--- config.mk ---
export PLATFORM = sky130hd
export DESIGN_NAME = vga_timing
export DESIGN_NICKNAME = d
export VERILOG_FILES = /design/src/rtl/vga_pkg.sv /design/src/rtl/vga_timing.sv
export SDC_FILE = /design/constraint.sdc
export NUM_CORES = 1
export LEC_CHECK = 0
export ABC_AREA = 1
export BUFFER_PORTS_ARGS = -buffer_cell sky130_fd_sc_hd__buf_2
export CAP_MARGIN = 20
export CORE_MARGIN = 8
export CORE_UTILIZATION = 30
export CTS_CLUSTER_DIAMETER = 80
export CTS_CLUSTER_SIZE = 28
export DETAILED_ROUTE_END_ITERATION = 12
export SLEW_MARGIN = 0
export SYNTH_ARGS = -nofsm -noshare
export SYNTH_HDL_FRONTEND = slang
export SYNTH_SLANG_ARGS = --single-unit
--- constraint.sdc ---
create_clock -name clk -period 1.7 [get_ports clk]
set_input_delay 0.17 -clock clk [delete_from_list [all_inputs] [get_ports clk]]
set_output_delay 0.17 -clock clk [all_outputs]
set_load 0.005 [all_outputs]
--- src/rtl/vga_pkg.sv ---
// Shared VGA timing constants (800x600@60, 40 MHz pixel clock) and helpers.
package vga_pkg;

  localparam int unsigned CNT_W     = 11;
  localparam int unsigned MAX_TOTAL = 2048;

  localparam int unsigned H_TOTAL      = 1056;
  localparam int unsigned H_PIXELS     = 800;
  localparam int unsigned H_SYNC_START = 840;
  localparam int unsigned H_SYNC_END   = 968;

  localparam int unsigned V_TOTAL      = 628;
  localparam int unsigned V_PIXELS     = 600;
  localparam int unsigned V_SYNC_START = 601;
  localparam int unsigned V_SYNC_END   = 605;

  localparam int unsigned SYNC_POL_DEF = 1;

  typedef logic [CNT_W-1:0] cnt_t;

  // True when lo <= val < hi; done in 32 bits so hi may equal MAX_TOTAL.
  function automatic logic in_window(input cnt_t val, input int unsigned lo,
                                     input int unsigned hi);
    return (32'(val) >= lo) && (32'(val) < hi);
  endfunction

endpackage

--- src/rtl/vga_timing.sv ---
// VGA raster timing generator: pixel/line counters with registered sync,
// blanking and start-of-line/frame strobes aligned to the counters.
module vga_timing
  import vga_pkg::*;
#(
  parameter int unsigned HOR_TOTAL      = H_TOTAL,
  parameter int unsigned HOR_PIXELS     = H_PIXELS,
  parameter int unsigned HOR_SYNC_START = H_SYNC_START,
  parameter int unsigned HOR_SYNC_END   = H_SYNC_END,
  parameter int unsigned VER_TOTAL      = V_TOTAL,
  parameter int unsigned VER_PIXELS     = V_PIXELS,
  parameter int unsigned VER_SYNC_START = V_SYNC_START,
  parameter int unsigned VER_SYNC_END   = V_SYNC_END,
  parameter int unsigned SYNC_POL       = SYNC_POL_DEF
) (
  input  logic             clk,
  input  logic             rst,
  input  logic             en,
  output logic [CNT_W-1:0] hcount,
  output logic [CNT_W-1:0] vcount,
  output logic             hsync,
  output logic             vsync,
  output logic             hblnk,
  output logic             vblnk,
  output logic             line_start,
  output logic             frame_start
);

  // Reject illegal timing at elaboration.
  if (!((HOR_PIXELS < HOR_SYNC_START) && (HOR_SYNC_START < HOR_SYNC_END) &&
        (HOR_SYNC_END <= HOR_TOTAL) && (HOR_TOTAL <= MAX_TOTAL))) begin : g_bad_hor
    $error("vga_timing: illegal horizontal timing parameters");
  end
  if (!((VER_PIXELS < VER_SYNC_START) && (VER_SYNC_START < VER_SYNC_END) &&
        (VER_SYNC_END <= VER_TOTAL) && (VER_TOTAL <= MAX_TOTAL))) begin : g_bad_ver
    $error("vga_timing: illegal vertical timing parameters");
  end

  localparam cnt_t H_LAST = CNT_W'(HOR_TOTAL - 1);
  localparam cnt_t V_LAST = CNT_W'(VER_TOTAL - 1);
  localparam logic POL    = (SYNC_POL != 0);

  cnt_t h_nxt;
  cnt_t v_nxt;
  logic h_wrap;
  logic v_wrap;

  // Next raster position if this cycle advances.
  always_comb begin
    h_wrap = (hcount == H_LAST);
    v_wrap = (vcount == V_LAST);
    h_nxt  = h_wrap ? '0 : hcount + CNT_W'(1);
    v_nxt  = vcount;
    if (h_wrap) begin
      v_nxt = v_wrap ? '0 : vcount + CNT_W'(1);
    end
  end

  // Counters plus decodes of the next position, all registered together.
  always_ff @(posedge clk) begin
    if (rst) begin
      hcount      <= '0;
      vcount      <= '0;
      hsync       <= ~POL;
      vsync       <= ~POL;
      hblnk       <= 1'b0;
      vblnk       <= 1'b0;
      line_start  <= 1'b0;
      frame_start <= 1'b0;
    end else begin
      line_start  <= 1'b0;
      frame_start <= 1'b0;
      if (en) begin
        hcount      <= h_nxt;
        vcount      <= v_nxt;
        hsync       <= in_window(h_nxt, HOR_SYNC_START, HOR_SYNC_END) ? POL : ~POL;
        vsync       <= in_window(v_nxt, VER_SYNC_START, VER_SYNC_END) ? POL : ~POL;
        hblnk       <= (32'(h_nxt) >= HOR_PIXELS);
        vblnk       <= (32'(v_nxt) >= VER_PIXELS);
        line_start  <= h_wrap;
        frame_start <= h_wrap && v_wrap;
      end
    end
  end

endmodule

# --- Word level (Yosys, flattened, before mapping) ---
# Index checks and enable logic that the tools add are counted.
word_totals:
  elab_cells: 28
  out_inout_bits: 28
  ff_bits: 28
  inputBits: 3
op_classes:
  n_reduce_logical: 4
  n_lt_le_gt_ge: 6
  n_eq_ne: 2
  n_bitwise: 1
  addsub: 2
  muxes: 5
ops:
  columns: ["cell", "n"]
  rows:
  - ["11-bit by 10-bit >= comparator with 1-bit output (second input constant)", 4]
  - ["11-bit 2-to-1 mux", 3]
  - ["11-bit by 1-bit adder with 11-bit output (second input constant)", 2]
  - ["11-bit by 10-bit < comparator with 1-bit output (second input constant)", 2]
  - ["11-bit by 10-bit == test with 1-bit output (second input constant)", 1]
  - ["11-bit == test (second input constant)", 1]
  - ["1-bit logical AND", 3]
  - ["1-bit 2-to-1 mux", 2]
  - ["2-bit OR reduction", 1]
  - ["1-bit NOT", 1]

# --- Depth between registers and ports, before layout ---
depth:
  word_depth: 6
  mapped_depth: 16
  depth_no_buf: 16

# --- Least setup slack after synthesis ---
# Ideal clock, no wire load.
synth_path:
  path_type: "register to register"
  startpoint: "reg vcount[0]"
  endpoint: "reg vsync"
  arrival_ns: 1.690
  setup_slack_ns: -0.056
  synth_period_minus_slack_ns: 1.756
  required_time_ns: 1.634
  setup_ns: 0.066
  stages_incl_launch_ff: 14
  n_path_buf: 0
  path_cell_list: "dfxtp_1 > ha_1 > nand2_1 > nor2_1 > nand3_1 > nand2_1 > nor2_1 > nor2_1 > nand2_2 > clkinv_2 > a21oi_2 > nor2_2 > nand3_2 > a21oi_2"
synth_between:
  elab_chain_cells: 6
synth_lines:
  columns: ["item", "line_no", "source"]
  rows:
  - ["start, declared", "vga_timing.sv:20", "output logic [CNT_W-1:0] vcount,"]
  - ["start signal, assigned", "vga_timing.sv:75", "vcount <= v_nxt;"]
  - ["11-bit by 1-bit adder with 11-bit output or 11-bit by 10-bit == test with 1-bit output (tied branches)", "vga_timing.sv:55, vga_timing.sv:51", null]
  - ["11-bit 2-to-1 mux", "vga_timing.sv:55", "v_nxt = v_wrap ? '0 : vcount + CNT_W'(1);"]
  - ["11-bit 2-to-1 mux *", "vga_timing.sv:54", "if (h_wrap) begin"]
  - ["11-bit by 10-bit >= comparator with 1-bit output or 11-bit by 10-bit < comparator with 1-bit output (tied branches)", "vga_pkg.sv:24", "return (32'(val) >= lo) && (32'(val) < hi);"]
  - ["1-bit logical AND *", "vga_pkg.sv:24", null]
  - ["1-bit 2-to-1 mux *", "vga_timing.sv:77", "vsync <= in_window(v_nxt, VER_SYNC_START, VER_SYNC_END) ? POL : ~POL;"]
  - ["end signal, assigned", "vga_timing.sv:65", "vsync <= ~POL;"]
  - ["end signal, assigned", "vga_timing.sv:77", null]
  - ["end, declared", "vga_timing.sv:22", "output logic vsync,"]
# Every way passes the cells marked *; elsewhere a longest branch is shown, timed or not.
# A chain may end at the register's enable or synchronous reset.

# --- Final worst setup path ---
layout_path:
  startpoint: "reg hcount[1]"
  endpoint: "reg vsync"
layout_between:
  elab_chain_cells: 5
layout_lines:
  columns: ["item", "line_no", "source"]
  rows:
  - ["start, declared", "vga_timing.sv:19", "output logic [CNT_W-1:0] hcount,"]
  - ["start signal, assigned", "vga_timing.sv:74", "hcount <= h_nxt;"]
  - ["11-bit == test *", "vga_timing.sv:50", "h_wrap = (hcount == H_LAST);"]
  - ["11-bit 2-to-1 mux *", "vga_timing.sv:54", null]
  - ["11-bit by 10-bit >= comparator with 1-bit output or 11-bit by 10-bit < comparator with 1-bit output (tied branches)", "vga_pkg.sv:24", null]
  - ["1-bit logical AND *", "vga_pkg.sv:24", null]
  - ["1-bit 2-to-1 mux *", "vga_timing.sv:77", null]
# Marks and branches as above.

==> results.cfg <==
[sta]
tightest_slew_ns = 0.5725
max_slew_margin_pct = 61.79
rsz0062_at_grt = true
fmax_mhz = 541.8
finClkSkew_ns = 0.004167
period_minus_slack_ns = 1.846
setup_violations = 5
fin_hold_ws_ns = 0.2058
period_share_pct = 108.6
finalWorstSetupSlack_ns = -0.1458
hold_viol_final = 0
drv_slew = 0

[power]
p_sw_share_pct = 27.64
vdd_drop_max_uv = 445.0
clockPowerShare_pct = 35.1
cellLeakagePower_uw = 0.001367
p_switching_uw = 433.6
cellPowerDensity_nw_per_um2 = 558.9
power_frac_comb_pct = 19.2
power_frac_seq_pct = 45.6
p_int_uw = 1135

[detailed_routing]
vias = 2294
dr.first_iter.drc_count = 177
ant_nets = 0
post-route-drc-count = 0
drt_pass1_iterations = 5
wire_per_inst_um = 13.61
post_drt_via_cell_ratio = 4.870
wl_mm = 6.410

[clock_network]
holdBufCountCts = 0
h-tree-depth = 1
clkLatencyLatePin_ns = 0.28
cts_made_buffers = 3
clockRootBuffer = clkbuf_8
clockBufferDepth = 2
clkSinkCount = 28
cts_tree = built
clk_pin_slew_ns = 0.11

[grt]
grt_pass1_vias = 2242
gr-total-overflow = 0
antenna_found_initial = 0
grt_use_total_pct = 13.92
grt_max_degree = 17
grt_first_pass_wirelength_mm = 10.42

[synth]
yosysWarningCount = 0
synth.yosys.seq_area_share_pct = 28.90
synthCells = 308
avgSynthCellArea_um2 = 6.297
syn-num-nets = 313
yosys.cell_types.count = 29
synth_seq_cells = 28
syn_area_um2 = 1939

[worst_setup_path]
path_cells = ha_4 > nand4_1 > nor2_2 > buf_12 > nand2_1 > nand2_1 > nand2_1 > nand2_1 > nand2_2 > nor2_4 > nand3_1 > nand2_1 > nand3_2 > a21oi_2
worstSetupStartpointType = flip-flop
worst-path-max-fanout = 13
cp_common_cell = nand2_1
crit_path_end_kind = flip-flop
slowest_stage = dfxtp_2
crit_type = flip-flop to flip-flop
cp.required_ns = 1.92
crit_arrival_ns = 2.07
slowest_delay_ns = 0.37

[floorplan]
rows = 29
die_h_um = 96.40
dieArea_um2 = 9293
fp.dieW_um = 96.40
ios = 31
core_um2 = 6314
initial_utilization_pct = 30.72

[run]
maxCapViolCount = 0

[layout]
nets = 400
drive_above_1_share_pct = 39.59
area.growth.synth_to_final_pct = 44.77
fill_cells = 684
antenna_cells = 0
final_util_pct = 44.47
multiInputGateArea_um2 = 1247
regArea_um2 = 566.8

[min_path]
worstHoldPathType = primary input to flip-flop

[place]
gp_congestion = 0.8956
dp_hpwl_mm = 4.827
portBuffers = 30

[status]
violations = setup timing
run_status = complete, but fails checks
## cell type report
type                            count  area share [%]
Multi-Input combinational cell    222           44.43
Timing Repair Buffer               93           22.91
Sequential cell                    28           20.19
Inverter                           47           6.506
Tap cell                           77           3.431
Clock buffer                        3           1.471
Clock inverter                      1           1.070
## stage by stage
step	setup slack, ns	TNS [ns]	cell area (um2)	instances	power [uW]
global route	-0.2923	-1.210	2808	471	1648
finish	-0.1458	-0.3232	2808	471	1569
CTS	-0.1253	-0.3885	2730	469	1570
global placement	-0.2290	-0.4834	2574	462	1004
detailed placement	-0.2573	-0.7851	2574	462	1009
floorplan	0.01369	0	1949	308	872.3
## cells by family after synthesis
| group | synth area share, % |
|---|---|
| AO/OA/AOI/OAI | 13.35 |
| XOR/XNOR | 3.161 |
| adder cells (fa/ha/maj) | 1.290 |
| buffers and inverters | 12.84 |
| flip-flops | 28.90 |
| AND/OR/NAND/NOR | 40.45 |
## registers in the layout, summed over array words and instances (netlist names)
register,count
line_start,1
hsync,1
hblnk,1
vcount,11
frame_start,1
vblnk,1
hcount,11
vsync,1
## layer usage
| layer | vias up | GRT usage [%] | share of wire, % |
|---|---|---|---|
| li1 | 1165 | - | - |
| met1 | 1068 | 18.67 | 47 |
| met2 | 53 | 22.81 | 47 |
| met3 | 8 | 1.855 | 5.1 |
| met4 | 0 | 3.783 | 1.4 |
| met5 | - | 0 | 0 |
## power groups by stage
stage | logic, uW | clock network, uW | registers [uW]
finish | 302 | 551 | 716
global route | 336 | 590 | 722
CTS | 294 | 560 | 715
detailed placement | 280 | 0 | 729
global placement | 277 | 0 | 727
floorplan | 140 | 0 | 732
## cell usage in the layout (no fill, tap or decap), types with 8 or more instances in the layout
| cell | instances |
|---|---|
| o21ai_0 | 18 |
| nand3_1 | 32 |
| nor2_2 | 8 |
| nor2_1 | 23 |
| nand2_1 | 62 |
| inv_1 | 39 |
| buf_2 | 30 |
| nand2_2 | 15 |
| dfxtp_1 | 23 |
| nand3_2 | 8 |
| a21oi_1 | 14 |
| buf_4 | 60 |
## repair_timing
action | in CTS | in global routing
pin swaps | 9 | 7
endpoints found under the setup margin | 9 | 11
gates resized for setup | 20 | 19
buffers inserted | 3 | 2
## worst max-delay path, delay by kind of cell (launching register included)
kind,cells,cell delay [ns]
and+or+nand+nor,11,1.00
adders and majority gates,1,0.15
AOI/OAI and AO/OA,1,0.11
buffers and inverters,1,0.15
DFF,1,0.37
## path summary, 6_finish.rpt
| check | start | end | slack (ns) | cells past startpoint |
|---|---|---|---|---|
| max reg2reg | hcount[1] | vsync | -0.15 | 14 |
| max | hcount[1] | vsync | -0.15 | 14 |
| min reg2reg | vsync | vsync | 0.49 | 2 |
| min | rst | vsync | 0.21 | 2 |
## synth_stat cells
library cell / n / share of area [%]
nor3_2: 1 / 0.52
a21oi_2: 2 / 0.90
xor2_1: 7 / 3.2
clkinv_1: 1 / 0.19
clkbuf_1: 5 / 0.97
nand3_1: 36 / 9.3
inv_1: 42 / 8.1
a211oi_1: 1 / 0.39
nand3b_1: 2 / 0.77
buf_6: 2 / 1.2
a21oi_1: 14 / 3.6
dfxtp_1: 28 / 29
nand4_1: 5 / 1.6
inv_2: 2 / 0.39
a21boi_2: 1 / 0.58
nor2_2: 5 / 1.6
buf_2: 3 / 0.77
nor2_1: 30 / 5.8
ha_1: 2 / 1.3
o31ai_1: 2 / 0.77
o21ai_0: 23 / 5.9
nand2_2: 8 / 2.6
nand3_2: 5 / 2.6
clkinv_2: 2 / 0.52
clkbuf_8: 1 / 0.71
nor3_1: 4 / 1.0
nand4_2: 2 / 1.3
nand2_1: 69 / 13
o211ai_1: 3 / 1.2
(Power assumes the default switching activity.)
